File: config.mk
export PLATFORM = sky130hd
export DESIGN_NAME = wb_regfile
export DESIGN_NICKNAME = d
export VERILOG_FILES = /design/src/rtl/wb_regfile.sv
export SDC_FILE = /design/constraint.sdc
export NUM_CORES = 1
export LEC_CHECK = 0
export ABC_AREA = 0
export CAP_MARGIN = 15
export CORE_MARGIN = 3
export CORE_UTILIZATION = 45
export CTS_BUF_LIST = sky130_fd_sc_hd__clkbuf_8
export CTS_CLUSTER_SIZE = 12
export DETAILED_ROUTE_END_ITERATION = 8
export PLACE_DENSITY = 0.8
export SYNTH_ARGS = -nofsm -noshare
export SYNTH_HDL_FRONTEND = slang
export SYNTH_SLANG_ARGS = --single-unit
File: constraint.sdc
create_clock -name clk -period 3.6 [get_ports clk]
set_input_delay 0.54 -clock clk [delete_from_list [all_inputs] [get_ports clk]]
set_output_delay 0.54 -clock clk [all_outputs]
set_load 0.02 [all_outputs]
File: src/rtl/wb_regfile.sv
// Write-back stage: commits the bundle to R0-R3, the output port and the sticky halt flag.
// Read ports return the value being committed this cycle, so decode sees zero-latency results.
module wb_regfile #(
  parameter int                DATA_W   = 8,
  parameter logic [DATA_W-1:0] SP_RESET = 8'hFF
) (
  input  logic              clk,
  input  logic              reset,
  input  logic [1:0]        wb_ra,
  input  logic [1:0]        wb_rb,
  input  logic              wb_RW,
  input  logic [1:0]        wb_SP,
  input  logic              wb_SW1,
  input  logic              wb_SW2,
  input  logic              wb_out_ld,
  input  logic [DATA_W-1:0] wb_DataOut,
  input  logic              wb_Hlt,
  input  logic [1:0]        rd_addr_a,
  input  logic [1:0]        rd_addr_b,
  output logic [DATA_W-1:0] rd_data_a,
  output logic [DATA_W-1:0] rd_data_b,
  output logic [DATA_W-1:0] sp_value,
  output logic [DATA_W-1:0] out_port,
  output logic              out_valid,
  output logic              halted
);

  logic [DATA_W-1:0] regs_q [4];
  logic [DATA_W-1:0] regs_d [4];
  logic [DATA_W-1:0] out_port_q, out_port_d;
  logic              out_valid_q, out_valid_d;
  logic              halted_q, halted_d;
  logic              commit;
  logic [1:0]        dest;

  assign commit = ~halted_q;
  assign dest   = wb_SW1 ? wb_ra : wb_rb;

  always_comb begin
    regs_d      = regs_q;
    out_port_d  = out_port_q;
    out_valid_d = 1'b0;
    halted_d    = halted_q;
    if (commit) begin
      if (wb_SP == 2'b01) begin
        regs_d[3] = regs_q[3] + DATA_W'(1);
      end else if (wb_SP == 2'b10) begin
        regs_d[3] = regs_q[3] - DATA_W'(1);
      end
      // Applied after the SP op so a write to R3 overrides a concurrent inc/dec.
      if (wb_RW) begin
        regs_d[dest] = wb_SW2 ? regs_q[wb_ra] : wb_DataOut;
      end
      if (wb_out_ld) begin
        out_port_d  = wb_DataOut;
        out_valid_d = 1'b1;
      end
      if (wb_Hlt) begin
        halted_d = 1'b1;
      end
    end
  end

  always_ff @(posedge clk) begin
    if (reset) begin
      regs_q[0]   <= '0;
      regs_q[1]   <= '0;
      regs_q[2]   <= '0;
      regs_q[3]   <= SP_RESET;
      out_port_q  <= '0;
      out_valid_q <= 1'b0;
      halted_q    <= 1'b0;
    end else begin
      regs_q      <= regs_d;
      out_port_q  <= out_port_d;
      out_valid_q <= out_valid_d;
      halted_q    <= halted_d;
    end
  end

  // With commit low regs_d equals regs_q, so this also covers the non-bypassed case.
  assign rd_data_a = regs_d[rd_addr_a];
  assign rd_data_b = regs_d[rd_addr_b];
  assign sp_value  = regs_q[3];
  assign out_port  = out_port_q;
  assign out_valid = out_valid_q;
  assign halted    = halted_q;

endmodule
==> results of run 1 <==
where the power goes:
group          switching (mW)  total (mW)  internal, mW
clock                   0.171       0.375         0.204
combinational           0.242       0.450         0.209
sequential             0.0164       0.505         0.488
total                   0.429        1.33         0.901
final timing paths:
| path | from | end | slack, ns | depth (start not counted) |
|---|---|---|---|---|
| setup reg to reg | sp_value[2] | sp_value[7] | 1.31 | 6 |
| hold reg to reg | out_port[5] | out_port[5] | 0.46 | 2 |
| setup / recovery | wb_rb[0] | rd_data_a[6] | 0.08 | 8 |
| hold / removal | out_port[5] | out_port[5] | 0.46 | 2 |
final cells by class:
class,instances,area (µm²),share of cell area (%)
Multi-Input combinational cell,211,1710,46.1
Timing Repair Buffer,107,911,24.5
Sequential cell,42,841,22.6
Tap cell,72,90.1,2.42
Clock buffer,5,68.8,1.85
Inverter,14,52.6,1.41
Clock inverter,3,40.0,1.08
logic make-up (layout without fill, tap and decap cells):
kind of cell | count (synthesis) | after routing
mux | 46 | 46
simple gates | 98 | 98
buf+inv | 37 | 129
flops | 42 | 42
compound gates | 64 | 64
xor+xnor | 1 | 1
fa+ha+maj | 2 | 2
metal layers:
layer / vias up / routed length, µm / GRT usage [%]
met5: - / 0 / 0
met4: 0 / 229 / 11.4
met3: 20 / 673 / 5.43
met2: 151 / 4320 / 41.2
met1: 1369 / 3770 / 30.4
li1: 1269 / - / -
registers in the layout, summed over array words and instances, names as in the netlist:
signal and flops:
out_port 8, regs_q 24, out_valid 1, sp_value 8, halted 1
cell usage in the layout (no fill, tap or decap), types with 3 or more instances in the layout:
cell type        instances
or2_2                    5
nand2_1                 25
nor2b_1                 14
dlygate4sd2_1            5
a221oi_1                 5
a22o_1                   8
clkbuf_8                 5
buf_4                   46
mux2i_1                 14
a222oi_1                 4
mux2_2                  21
nor2_1                  25
or4_1                    3
a32o_1                   3
mux4_2                   8
clkdlybuf4s50_1         40
nand3b_1                 4
buf_2                    9
dfxtp_1                 42
nand2b_1                 3
a211oi_1                 4
a221o_1                  6
o211ai_1                 5
a21oi_1                 13
and2_1                   3
inv_1                   14
what timing repair did:
action	4_1_cts	5_1_grt
pin swaps	0	3
endpoints found under the setup margin	16	15
gates resized for setup	54	11
setup buffers	0	0
critical path, delay by kind of cell:
kind / cells / cell delay, ns
compound gates: 2 / 0.47
buf+inv: 3 / 0.79
mux: 2 / 0.61
simple gates: 1 / 0.56
metrics by stage:
step                      total power, mW  hold slack [ns]  area, µm²
after global placement              0.956            0.441       3630
after floorplan                     0.767            0.483       2710
after global routing                 1.38            0.485       3720
final                                1.33            0.458       3720
after detailed placement            0.966            0.449       3630
after CTS                            1.32            0.461       3700
==> impl_results.md, run 1 <==
- Num rows: 27
- Synth Area in Adders: 0.922%
- Die area: 0.00700 mm²
- Clock slew at reported path FFs: 0.08 ns
- Xor/xnor share of the synthesized area: less than 1%
- Yosys reg bits: 42
- Max Fclk: ~280 MHz
- Total gr overflow: 0
- WS Path Type: in2out
- Worst-skew pair later-pin latency: around 0.3 ns
- DRC: 0
- Most used DFF post-synth: dfxtp_1
- Nets: 408
- DR WL/cell: 19.8 µm
- CP endpoint kind: primary output
- Synthesized area: 0.00271 mm²
- Top post-synthesis cells by area: dfxtp_1 (31%), mux2_2 (8.7%), mux4_2 (6.6%), mux2i_1 (5.5%), nand2_1 (3.5%)
- Share of cells above drive strength 1: between 30% and 40%
- Post-Route WL: 9000 µm
- Minimum clock period: between 3 and 4 ns
- IR drop worst, VDD: ~0.18 mV
- Synth unique cells: 50
- PwrDens: about 360 mW/mm²
- CTS H-tree depth: 2
- Global-route wire length before repair: 13900 µm
- Top cell type's share of synthesized area: between 30% and 40%
- Share of async-settable or async-resettable flops after synthesis: 0%
- Main combinational cell family by area after synthesis: multiplexers
- Largest net degree at the start of global routing: 22
- Worst-path cell chain: clkdlybuf4s50_1, mux2_2, or4b_4, buf_6, mux2_4, a22o_1, a221o_1, buf_2
- Drt via density: approximately 6.2
- DP HPWL: between 6000 and 7000 µm
- Layout Cells excl Fill: ~450
- Worst hold path class: reg2reg
- Area Overhead vs Synth: 37.0%
- Vias: about 2800
- Worst EP arrival: between 2 and 3 ns
- Required time of the critical path: between 3 and 4 ns
- Most common cell in the netlist: dfxtp_1
- Placed cells: roughly 450
- Cts bufs inserted: 5
- Final worst slack: 0.0757 ns
- Clock Root Buffer: clkbuf_8
- Vias in the first global route: between 2000 and 3000
- CTS tree: yes
- Slew margin rel.: roughly half
- Simple-gate share of the synthesized area: slightly below 20%
- Fill count: ~440
- Post-CTS Hold Fix Bufs: 0
- Ys Warns: 0
- Final hold violation count: 0
- Longest Clk Path Bufs: 2
- Core area: ~0.0057 mm²
- Critical Path Max Stage Delay: about 0.56 ns
- RSZ-0062 raised after global routing: false
- Actual slew at the worst max-slew pin: 0.775 ns
- Core Util, Final: between 60% and 70%
- Synthesized instance count: 290
- Mux contribution to synthesized area: 22.0%
- Io pins: slightly below 60
- Place WS: -0.479 ns
- Post-synth top cells: dfxtp_1 (42), nand2_1 (25), nor2_1 (25)
- Die H: around 84 µm
- Leakage: 1.58 nW
- Period utilization: approximately 100%
- Layout Skew: 0.00508 ns
- Starting Density: about 48%
- Worst Setup Start Kind: input pin
- TNS Setup: 0 ns
- Chip Width: 83.7 µm
- Synth Area in Compound Gates: between 10% and 20%
- Initial antenna violation count: 0
- Antenna cell count: 0
- Final setup violating endpoints: 0
- GRT Util Overall: 24.8%
- Number of synthesized flops with an enable pin: 0
- Post-route ant nets: 0
- Post-synthesis sequential area ratio: between 30 and 40%
- Syn nets: roughly 320
- CTS sink cnt: 42
- Synth area leader: dfxtp_1
- MaxCap Viol Count: 0
- Syn_area_per_cell: between 9 and 10 µm²
- PortBufs: 58
- 1st-iter DRT viols: about 230
- Final Wtd Congestion: between 0.9 and 1
- First drt pass iteration count: 8
- Pins Over Slew Limit: 0
- Critical path peak fanout: 6
- Outcome: completed
- Critical path's slowest cell: or4b_4
No activity file was read; power rests on OpenSTA's default activity.
==> run 2: changes to the inputs <==
==> constraint.sdc (replaced) <==
create_clock -name clk -period 4.45 [get_ports clk]
set_input_delay 0.6675 -clock clk [delete_from_list [all_inputs] [get_ports clk]]
set_output_delay 0.6675 -clock clk [all_outputs]
set_load 0.02 [all_outputs]
==> impl_results.md, run 2 (synthesis gave the netlist of run 1 again) <==
- Vias: 2584 (-8.0%)
- CP endpoint kind: primary output
- IR drop worst, VDD: 0.134 mV (-26%)
- CTS sink cnt: 42 (unchanged)
- Die area: 0.00700 mm² (unchanged)
- Most frequent cells in the layout: clkdlybuf4s50_1 (57), dfxtp_1 (42), nor2_1 (25), nand2_1 (25), mux2_2 (21)
- Outcome: completed
- Commonest non-fill, non-tap cell in the layout: clkdlybuf4s50_1
- Hold Crit Depth: 2 (unchanged)
- Core Util, Final: 61.3% (-4.2 points)
- Met3 WL: 729 µm (+8.3%)
- TNS Setup: 0 ns (unchanged)
- Antenna cell count: 0 (unchanged)
- Die H: 83.7 µm (unchanged)
- Global-route wire length before repair: 12700 µm (-8.6%)
- Post-CTS Hold Fix Bufs: 0 (unchanged)
- Worst EP arrival: 3.73 ns (+0.75 ns)
- Reg-to-reg endpoint: sp_value[7]
- Core area: 0.00568 mm² (unchanged)
- Worst hold path endpoint: out_port[0]
- Initial antenna violation count: 0 (unchanged)
- Largest Register: regs_q
- Actual slew at the worst max-slew pin: 0.789 ns (+0.0146 ns)
- R2R setup slack: 1.97 ns (+0.66 ns)
- Vias in the first global route: 2480 (-11%)
- Worst Setup Start Kind: input pin
- Fill count: 499 (+12%)
- Starting Density: 47.8% (unchanged)
- First drt pass iteration count: 5 (-3)
- PortBufs: 58 (unchanged)
- Power Total: 980 µW (-26%)
- DP HPWL: 6160 µm (-8.4%)
- Max Fclk: ~230 MHz
- Longest Clk Path Bufs: 2 (unchanged)
- R2r worst-path depth: 6 (unchanged)
- Clock Root Buffer: clkbuf_8
- Share of cells above drive strength 1: 18.9% (-11 points)
- GRT Util Overall: 22.6% (-2.1 points)
- Hold slack: 0.457 ns (-0.000565 ns)
- Num rows: 27 (unchanged)
- Nets: 377 (-7.6%)
- Worst hold start: out_port[0]
- Worst-skew pair later-pin latency: 0.30 ns (about the same)
- MaxCap Viol Count: 0 (unchanged)
- Drt via density: 6.12 (-1.0%)
- Post-route ant nets: 0 (unchanged)
- Slew margin rel.: 47.3% (-0.88 points)
- Total gr overflow: 0 (unchanged)
- Max reg flops: 24 (unchanged)
- Required time of the critical path: 3.78 ns (+0.72 ns)
- PwrDens: 282 mW/mm² (-21%)
- Final Wtd Congestion: 0.898 (-5.6%)
- Chip Width: 83.7 µm (unchanged)
- CTS tree: yes
- Final setup violating endpoints: 0 (unchanged)
- Cts bufs inserted: 5 (unchanged)
- DRC: 0 (unchanged)
- Largest net degree at the start of global routing: 26 (+18%)
- Pins Over Slew Limit: 0 (unchanged)
- WS Path Type: in2out
- Minimum clock period: roughly 4.4 ns
- Layout Skew: 0.00933 ns (+0.00425 ns)
- Worst flop-to-flop path startpoint: sp_value[4]
- CTS H-tree depth: 2 (unchanged)
- 1st-iter DRT viols: 285 (+25%)
- Worst hold path class: reg2reg
- Period utilization: between 90% and 100%
- DR WL/cell: 18.7 µm (-5.4%)
- RSZ-0062 raised after global routing: false
- Final hold violation count: 0 (unchanged)
- Register Area: 841 µm² (unchanged)
- Highest routed metal layer: met4
- Critical path peak fanout: 6 (unchanged)
- Area Overhead vs Synth: 28.2%
- M1 WL: 3320 µm (-12%)
- Clock slew at reported path FFs: 0.07 ns (about the same)
- WL met2: 3750 µm (-13%)
- Area of the multi-input gates: 0.00169 mm² (-1.6%)
- Leakage: 1.40 nW (-11%)
- Post-Route WL: 7910 µm (-12%)
- Io pins: 59 (unchanged)
[run 2: per-layer routing]
layer	GRT usage [%]	vias up
met5	0	-
met2	38.3	146
li1	-	1203
met1	29.0	1219
met4	6.58	0
met3	4.74	16
[run 2: how the worst max path moves through the flow]
stage,startpoint,end
after floorplan,wb_ra[0],rd_data_b[2]
after global placement,wb_SW1,rd_data_a[3]
after detailed placement,wb_ra[0],rd_data_b[6]
after CTS,wb_SW1,rd_data_b[6]
after global routing,wb_ra[0],rd_data_b[6]
final,wb_ra[0],rd_data_b[6]
[run 2: power by group]
group / switching (mW) / internal (mW) / leakage, nW / total, mW
logic: 0.168 / 0.160 / 1.01 / 0.329
clock network: 0.126 / 0.105 / 0.0438 / 0.232
registers: 0.0246 / 0.395 / 0.343 / 0.420
[run 2: repair_timing]
| action | CTS | global route |
|---|---|---|
| setup endpoints to repair | 0 | 1 |
| resized for setup | 0 | 1 |
| setup buffers | 0 | 0 |
| endpoints found under the hold margin | 0 | 0 |
[run 2: layout make-up]
| class | count | share of cell area [%] |
|---|---|---|
| clock inverters | 2 | 0.288 |
| multi-input cells | 211 | 48.5 |
| inverters | 14 | 1.51 |
| flip-flops and latches | 42 | 24.2 |
| clock buffers | 5 | 1.98 |
| well taps | 72 | 2.59 |
| repair buffers | 76 | 21.0 |
[run 2: stage by stage]
step                setup slack [ns]  cell area [µm²]  std cells
floorplan                      0.902             2710        290
global placement               0.128             3400        415
detailed placement            0.0778             3400        415
CTS                           0.0684             3480        422
global route                 0.00378             3480        422
finish                        0.0531             3480        422
[run 2: critical path, cell delays in order]
cell and delay, ns:
clkdlybuf4s50_1 0.54, mux2_2 0.34, or4b_1 0.60, buf_4 0.22, mux2_4 0.31, a22o_1 0.22
a221o_1 0.28, clkdlybuf4s50_1 0.55
==> run 3: changes to the inputs <==
--- a/config.mk
+++ b/config.mk
@@ -13,6 +13,7 @@
 export CTS_CLUSTER_SIZE = 12
 export DETAILED_ROUTE_END_ITERATION = 8
 export PLACE_DENSITY = 0.8
+export SLEW_MARGIN = 20
 export SYNTH_ARGS = -nofsm -noshare
 export SYNTH_HDL_FRONTEND = slang
 export SYNTH_SLANG_ARGS = --single-unit
==> constraint.sdc (replaced) <==
create_clock -name clk -period 4.46 [get_ports clk]
set_input_delay 0.669 -clock clk [delete_from_list [all_inputs] [get_ports clk]]
set_output_delay 0.669 -clock clk [all_outputs]
set_load 0.02 [all_outputs]
==> impl_results.md, run 3 (synthesis gave the netlist of run 1 again) <==
- Antenna cell count: 0 (unchanged)
- Final hold violation count: 0 (unchanged)
- Worst hold start: out_port[3]
- First drt pass iteration count: 5 (unchanged)
- MaxCap Viol Count: 0 (unchanged)
- Layout Skew: 0.00695 ns (-0.00238 ns)
- Final setup violating endpoints: 0 (unchanged)
- Nets: 378 (+0.27%)
- CP endpoint kind: primary output
- CTS tree: yes
- PwrDens: 297 mW/mm² (+5.4%)
- TNS Setup: 0 ns (unchanged)
- Initial antenna violation count: 0 (unchanged)
- Pins Over Slew Limit: 0 (unchanged)
- Critical path peak fanout: 6 (unchanged)
- Minimum clock period: 4.39 ns
- Power Total: 1.04 mW (+6.5%)
- Slew margin rel.: 31.3% (-16 points)
- Post-CTS Setup Inserts: 0 (unchanged)
- CTS H-tree depth: 2 (unchanged)
- Actual slew at the worst max-slew pin: 1.03 ns (+0.238 ns)
- CTS sink cnt: 42 (unchanged)
- Max Fclk: approximately 230 MHz
- Final worst slack: 0.0652 ns (+0.0121 ns)
- Required time of the critical path: 3.79 ns (about the same)
- Total gr overflow: 0 (unchanged)
- PortBufs: 58 (unchanged)
- Drt via density: 6.14 (+0.22%)
- Outcome: completed
- Worst hold path class: reg2reg
- WS Path Type: in2out
- Clock Root Buffer: clkbuf_8
- Commonest non-fill, non-tap cell in the layout: clkdlybuf4s50_1
- R2R setup slack: 2.02 ns (+0.05 ns)
- Die area: 0.00700 mm² (unchanged)
- Post-Route WL: 7910 µm (unchanged)
- Longest Clk Path Bufs: 2 (unchanged)
- DR WL/cell: 18.7 µm (-0.47%)
- Worst EP arrival: 3.73 ns (about the same)
- R2r worst-path depth: 6 (unchanged)
- Reg-to-reg endpoint: sp_value[7]
- Final Wtd Congestion: 0.875 (-2.6%)
- Global-route wire length before repair: 12700 µm (-0.49%)
- Hold slack: 0.457 ns (-0.000583 ns)
- Worst flop-to-flop path startpoint: sp_value[4]
- Vias in the first global route: 2471 (-0.36%)
- IR drop worst, VDD: 0.183 mV (+36%)
- Area Overhead vs Synth: 29.5%
- Placed cell area: 0.00341 mm² (+0.22%)
- Setup crit end: rd_data_a[3]
- Largest Register: regs_q
- DRC: 0 (unchanged)
- Starting Density: 47.8% (unchanged)
- GRT Util Overall: 22.4% (-0.28 points)
- RSZ-0062 raised after global routing: false
- Largest net degree at the start of global routing: 29 (+12%)
- Max reg flops: 24 (unchanged)
- Worst-skew pair later-pin latency: 0.30 ns (about the same)
- Vias: 2602 (+0.70%)
- Num rows: 27 (unchanged)
- Post-route ant nets: 0 (unchanged)
- Period utilization: about 99%
- DP HPWL: 6130 µm (-0.48%)
- Core area: 0.00568 mm² (unchanged)
- CP startpoint: wb_ra[0]
- Clock slew at reported path FFs: 0.08 ns (about the same)
- Worst Setup Start Kind: input pin
- Leakage: 1.42 nW (+1.5%)
- Io pins: 59 (unchanged)
- Share of cells above drive strength 1: 18.8% (-0.11 points)
- Final Instance Area: 0.00351 mm² (+1.0%)
- Most frequent cells in the layout: clkdlybuf4s50_1 (57), dfxtp_1 (42), nor2_1 (25), nand2_1 (25), mux2_2 (21)
- 1st-iter DRT viols: 296 (+3.9%)
- Chip Width: 83.7 µm (unchanged)
- Place WS: 0.0976 ns (+0.0197 ns)
- Cts bufs inserted: 5 (unchanged)
- Die H: 83.7 µm (unchanged)
[run 3: changes by cell type in the layout (fill, tap and decap cells not counted)]
cell	before	now
clkinv_2	2	0
inv_1	14	16
buf_4	17	18
bufinv_16	0	1
[run 3: how the worst min path moves through the flow]
stage,endpoint,slack (ns),cells after the start
finish,out_port[3],0.46,2
global route,out_port[1],0.47,2
CTS,out_port[3],0.46,2
detailed placement,out_port[3],0.45,2
global placement,out_port[1],0.44,2
floorplan,regs_q[10],0.48,2
[run 3: report_power, final]
group          leakage (nW)  switching [mW]  internal (mW)
logic                  1.02           0.168          0.161
registers             0.343          0.0244          0.394
clock network        0.0607           0.132          0.163
[run 3: layout make-up]
class	count	area [µm²]
inverters	14	52.6
multi-input cells	211	1690
fillers	484	2160
clock inverters	3	37.5
flip-flops and latches	42	841
well taps	72	90.1
repair buffers	77	738
clock buffers	5	68.8
[run 3: worst max-delay path, stage by stage]
cell and delay [ns]:
clkdlybuf4s50_1 0.55, mux2_2 0.35, or4b_1 0.61, buf_4 0.22
mux2_4 0.32, a22o_1 0.20, a221o_1 0.26, clkdlybuf4s50_1 0.54
[run 3: metal layers]
layer	GRT usage, %	share of wire (%)	routed length (µm)	up-vias
met4	10.1	2.7	216	0
met3	5.03	8.9	701	26
met2	36.2	46	3630	144
met1	28.4	43	3370	1225
met5	0	0	0	-
li1	-	-	-	1207
[run 3: per-stage QoR]
stage          util (%)  cells
6_report           61.9    424
5_1_grt            61.9    424
4_1_cts            61.9    424
3_5_place_dp       60.0    416
3_3_place_gp       60.0    416
2_1_floorplan         -    290
[run 3: timing repair]
action,in CTS,in global routing
hold buffers,0,0
setup endpoints to repair,0,1
gates resized for setup,0,1
